$ cat config.mk
export PLATFORM = sky130hd
export DESIGN_NAME = bus_select_decoder_5_32
export DESIGN_NICKNAME = d
export VERILOG_FILES = /design/src/rtl/bus_select_decoder_5_32.sv
export SDC_FILE = /design/constraint.sdc
export NUM_CORES = 1
export LEC_CHECK = 0
export ABC_AREA = 0
export CAP_MARGIN = 20
export CORE_ASPECT_RATIO = 0.9
export CORE_UTILIZATION = 65
export CTS_BUF_LIST = sky130_fd_sc_hd__clkbuf_8 sky130_fd_sc_hd__clkbuf_16
export DETAILED_ROUTE_END_ITERATION = 8
export DONT_BUFFER_PORTS = 1
export PLACE_DENSITY_LB_ADDON = 0.08
export SETUP_SLACK_MARGIN = 0.4
export SLEW_MARGIN = 20
export SYNTH_ARGS = -nofsm -noshare
export SYNTH_HDL_FRONTEND = slang
export SYNTH_SLANG_ARGS = --single-unit
$ cat constraint.sdc
create_clock -name clk -period 3.3 [get_ports clk]
set_input_delay 0.99 -clock clk [delete_from_list [all_inputs] [get_ports clk]]
set_output_delay 0.99 -clock clk [all_outputs]
set_load 0.02 [all_outputs]
$ cat src/rtl/bus_select_decoder_5_32.sv
`default_nettype none
// +----------------------------------------------------------------------------+
// | Module   : bus_select_decoder_5_32                                         |
// | Purpose  : registered 5-to-32 one-hot bus-select decoder with hold, break- |
// |            before-make gap, illegal-code rejection and completion strobe.  |
// | Options  : BUS_DEC_QUEUE_EN adds a one-entry request queue.                |
// | Revision : 1.0                                                             |
// +----------------------------------------------------------------------------+
module bus_select_decoder_5_32 #(
  parameter int unsigned HOLD_CYCLES = 1,
  parameter logic [31:0] VALID_MASK  = 32'h06FF_FFFF
) (
  input  logic        clk,
  input  logic        clr,
  input  logic [4:0]  code,
  input  logic        valid,
  output logic        ready,
  input  logic        flush,
  output logic [31:0] sel,
  output logic        busy,
  output logic        done,
  output logic        err
);

  generate
    if (HOLD_CYCLES < 1 || HOLD_CYCLES > 255) begin : g_bad_hold
      $error("bus_select_decoder_5_32: HOLD_CYCLES must be in 1..255");
    end
  endgenerate

  localparam logic [7:0] C_HOLD_LOAD = 8'(HOLD_CYCLES - 1);

  typedef enum logic [1:0] {
    S_IDLE  = 2'd0,
    S_DRIVE = 2'd1,
    S_GAP   = 2'd2
  } state_t;

  state_t      r_state;
  logic [7:0]  r_cnt;
  logic [31:0] r_sel;
  logic        r_done;
  logic        r_err;

  logic        w_ready;
  logic        w_accept;
  logic        w_q_full;
  logic [4:0]  w_q_code;
  logic        w_disp_vld;
  logic [4:0]  w_disp_code;
  logic        w_disp_legal;

`ifdef BUS_DEC_QUEUE_EN
  logic        r_q_vld;
  logic [4:0]  r_q_code;

  assign w_ready  = ~r_q_vld;
  assign w_q_full = r_q_vld;
  assign w_q_code = r_q_code;

  // Only requests arriving during DRIVE are parked; IDLE and GAP dispatch directly.
  always_ff @(posedge clk or posedge clr) begin
    if (clr) begin
      r_q_vld  <= 1'b0;
      r_q_code <= 5'd0;
    end else if (r_state == S_GAP) begin
      r_q_vld  <= 1'b0;
    end else if (w_accept && (r_state == S_DRIVE)) begin
      r_q_vld  <= 1'b1;
      r_q_code <= code;
    end
  end
`else
  assign w_ready  = (r_state == S_IDLE);
  assign w_q_full = 1'b0;
  assign w_q_code = 5'd0;
`endif

  assign w_accept = valid && ready;

  // A new drive can start from IDLE (direct request) or from GAP (queued or direct).
  assign w_disp_vld   = ((r_state == S_IDLE) && w_accept) ||
                        ((r_state == S_GAP) && (w_q_full || w_accept));
  assign w_disp_code  = w_q_full ? w_q_code : code;
  assign w_disp_legal = VALID_MASK[w_disp_code];

  always_ff @(posedge clk or posedge clr) begin
    if (clr) begin
      r_state <= S_IDLE;
      r_cnt   <= 8'd0;
      r_sel   <= 32'd0;
      r_done  <= 1'b0;
      r_err   <= 1'b0;
    end else begin
      r_done <= 1'b0;
      r_err  <= 1'b0;
      case (r_state)
        S_IDLE, S_GAP: begin
          r_state <= S_IDLE;
          r_sel   <= 32'd0;
          r_cnt   <= 8'd0;
          if (w_disp_vld) begin
            if (w_disp_legal) begin
              r_state <= S_DRIVE;
              r_sel   <= 32'd1 << w_disp_code;
              r_cnt   <= C_HOLD_LOAD;
            end else begin
              r_err   <= 1'b1;
            end
          end
        end
        S_DRIVE: begin
          if (flush || (r_cnt == 8'd0)) begin
            r_state <= S_GAP;
            r_sel   <= 32'd0;
            r_cnt   <= 8'd0;
            r_done  <= 1'b1;
          end else begin
            r_cnt   <= r_cnt - 8'd1;
          end
        end
        default: begin
          r_state <= S_IDLE;
          r_sel   <= 32'd0;
          r_cnt   <= 8'd0;
        end
      endcase
    end
  end

  assign ready = w_ready & ~clr;
  assign sel   = r_sel;
  assign busy  = (r_state != S_IDLE);
  assign done  = r_done;
  assign err   = r_err;

endmodule
`default_nettype wire

==> results by group <==
Power and ir drop
  – Power per Cell Area: about 450 mW/mm^2
  – Overall Power: 885 uW
  – Peak supply drop: around 0.00036 V
  – Leak: between 0.0009 and 0.001 uW

Cells and area
  – Commonest non-fill, non-tap cell in the layout: dfrtp_1
  – Layout cells sized above 1: around 8.0%
  – Syn-to-layout area delta: 6.31%
  – Most frequent cells in the layout: dfrtp_1 (44), a32o_1 (16), inv_1 (11)
  – Ant. Diodes: 0
  – Fill count: 166
  – Total Nets Final: about 170

Run status
  – Status: finished clean

Detailed routing
  – Vias: 1,247
  – Drt pass-1 iters: 5
  – ANT nets after route: 0
  – Initial drt markers: between 60 and 70
  – Remaining DRCs: 0
  – Drt wl/cell: roughly 19 microns
  – DR vias/cell: ~6.6
  – Final WL: 3520 microns

Synthesis
  – Gate Count Post-Synth: around 150
  – Synth Cell Area: around 0.0018 sq mm
  – Post-synth cell types: 35
  – Sequential fraction of the synthesis area: roughly 60%
  – Syn nets: ~160
  – Synthesized area per cell: 12.6 sq um
  – Yosys reg bits: 44
  – YS warnings: 0

Die
  – Num rows: 17
  – Ports: 45
  – Initial core utilization: between 70% and 80%
  – Die Wd: a little under 60 microns
  – Die Y-Extent: 52.5 microns
  – Core area: 0.00257 sq mm
  – Die area: approximately 0.003 sq mm

Flow run
  – Max-Cap Viols: 0

Global routing
  – Largest net degree at the start of global routing: 33
  – Vias in the first global route: around 1,200
  – First-pass GRT wire length: roughly 5600 microns
  – Overall Global Routing Usage: a little over a quarter
  – Grt ovf: 0
  – Antenna violations before repair: 0

Clock tree
  – Hold_buf cts: 0
  – Setup repair bufs after CTS: 0
  – CTS root buf: clkbuf_8
  – Post-CTS Resized: 0
  – CTS tree: built
  – Clk sink count: 44
  – Clock Latency Late Sink: 0.29 ns
  – Clock buffer depth: 2
  – Clk pin slew, worst setup/hold paths: 0.08 ns
  – CTS Buf Count: 5
  – CTS H-Tree Depth: 2

Place
  – GPL Wtd Cong: a little under 0.9
  – Post-DP HPWL: 2580 microns
  – PortBufs: 0

Min path
  – HP Class: flip-flop to flip-flop

Worst setup path
  – FF-to-FF End: sel[12]
  – R2R depth: 3
  – CP Data Arrival Time: roughly 1.5 ns
  – Worst Setup End Kind: output pin
  – Crit start category: flip-flop
  – Required time of the worst setup path: about 2.3 ns
  – Setup CP Type: flip-flop to output pin
  – Critical-path maximum fanout: 6
  – Crit path launch: r_state[1]
  – Worst R2R Start: r_state[1]
  – Worst reg-to-reg setup slack: 1.30 ns
  – CP endpoint: ready

Timing
  – Final Hold Vio Count: 0
  – RSZ-0062 raised after global routing: false
  – Slew Viols, Final: 0
  – Fmax: between 400 and 500 MHz
  – Clock Skew: 0.0121 ns
  – Slew margin rel.: ~49%
  – Worst-Margin Slew: ~0.77 ns
  – Part of the cycle the worst path needs: between 70% and 80%
  – Final Setup Violations: 0
  – Setup tns final: 0 ns
  – Final min period: 2.45 ns
## how the worst min path moves through the flow
stage | cells past startpoint | startpoint | slack [ns] | to
2_1_floorplan | 1 | r_state[1] | 0.47 | done
3_3_place_gp | 1 | r_state[1] | 0.50 | r_state[1]
3_5_place_dp | 1 | r_state[1] | 0.52 | r_state[1]
4_1_cts | 1 | r_state[1] | 0.53 | r_state[1]
5_1_grt | 1 | r_state[1] | 0.57 | r_state[1]
6_report | 1 | r_state[1] | 0.54 | r_state[1]
## logic make-up (layout without fill, tap and decap cells)
logic type / count (synthesis) / after routing / synth area share, %
flip-flops: 44 / 44 / 59.7
AO/OA/AOI/OAI: 41 / 41 / 18.7
AND/OR/NAND/NOR: 38 / 38 / 13.1
buffers and inverters: 15 / 19 / 3.46
adder cells (fa/ha/maj): 6 / 6 / 4.07
XOR/XNOR: 2 / 2 / 0.951
## through the flow
stage	hold slack (ns)	setup slack, ns	util, %	cells	cell area (sq um)
6_report	0.540	0.852	76.1	188	1960
5_1_grt	0.572	0.809	76.1	188	1960
4_1_cts	0.528	0.851	76.1	188	1960
3_5_place_dp	0.518	0.851	73.5	183	1890
3_3_place_gp	0.502	0.912	73.5	183	1890
2_1_floorplan	0.474	1.03	-	146	1840
## routing by layer
metal / global-route usage [%] / part of all wire, %
met2: 40.0 / 48
met1: 33.3 / 42
met3: 12.3 / 8.2
met4: 8.33 / 0.97
met5: 0 / 0
## sequential cells by signal, summed over array words and instances, names as in the netlist
| register | count |
|---|---|
| err | 1 |
| r_state | 2 |
| r_cnt | 8 |
| sel | 32 |
| done | 1 |
## synth_stat cells
master,number,area (sq um)
inv_1,11,41.3
buf_2,3,15.0
or4b_1,1,10.0
dfrtp_1,44,1100
o31ai_1,1,7.51
a21o_1,2,15.0
o21ai_0,3,15.0
nor4b_1,1,8.76
nor2_1,9,33.8
and4_1,1,8.76
nor2b_1,4,25.0
nand4_1,1,6.26
a32o_1,16,160
or2_2,1,6.26
and2_1,5,31.3
o2bb2ai_1,3,26.3
nor3b_1,4,30.0
o211ai_1,1,7.51
ha_1,6,75.1
a21oi_1,5,25.0
nor4_2,1,12.5
nand3_1,1,5.00
nand3b_1,1,7.51
o41ai_1,1,8.76
nor3_1,1,5.00
or4_4,1,11.3
a21oi_2,1,8.76
a22o_1,8,70.1
buf_4,1,7.51
or3_1,1,6.26
and3_1,1,6.26
or4_1,2,15.0
or3b_1,1,8.76
xnor2_1,2,17.5
nand2_1,1,3.75
## report_power, final
part	leakage, uW	switching [uW]	internal, uW
Clock	0.0000359	152	136
Sequential	0.000613	7.28	543
Combinational	0.000301	33.1	13.0
Total	0.000950	192	692
## final cells by class
class,instances,area [sq um],area share (%)
Sequential cell,44,1100,56.2
Multi-Input combinational cell,87,678,34.6
Clock buffer,5,68.8,3.51
Tap cell,38,47.5,2.43
Inverter,11,41.3,2.11
Timing Repair Buffer,3,22.5,1.15
## critical path, cell delays in order (launching register included)
cell and delay (ns):
dfrtp_1 0.44, or2_2 0.39, nor2_1 0.34
Note: power is estimated with default switching activity, not from simulation.
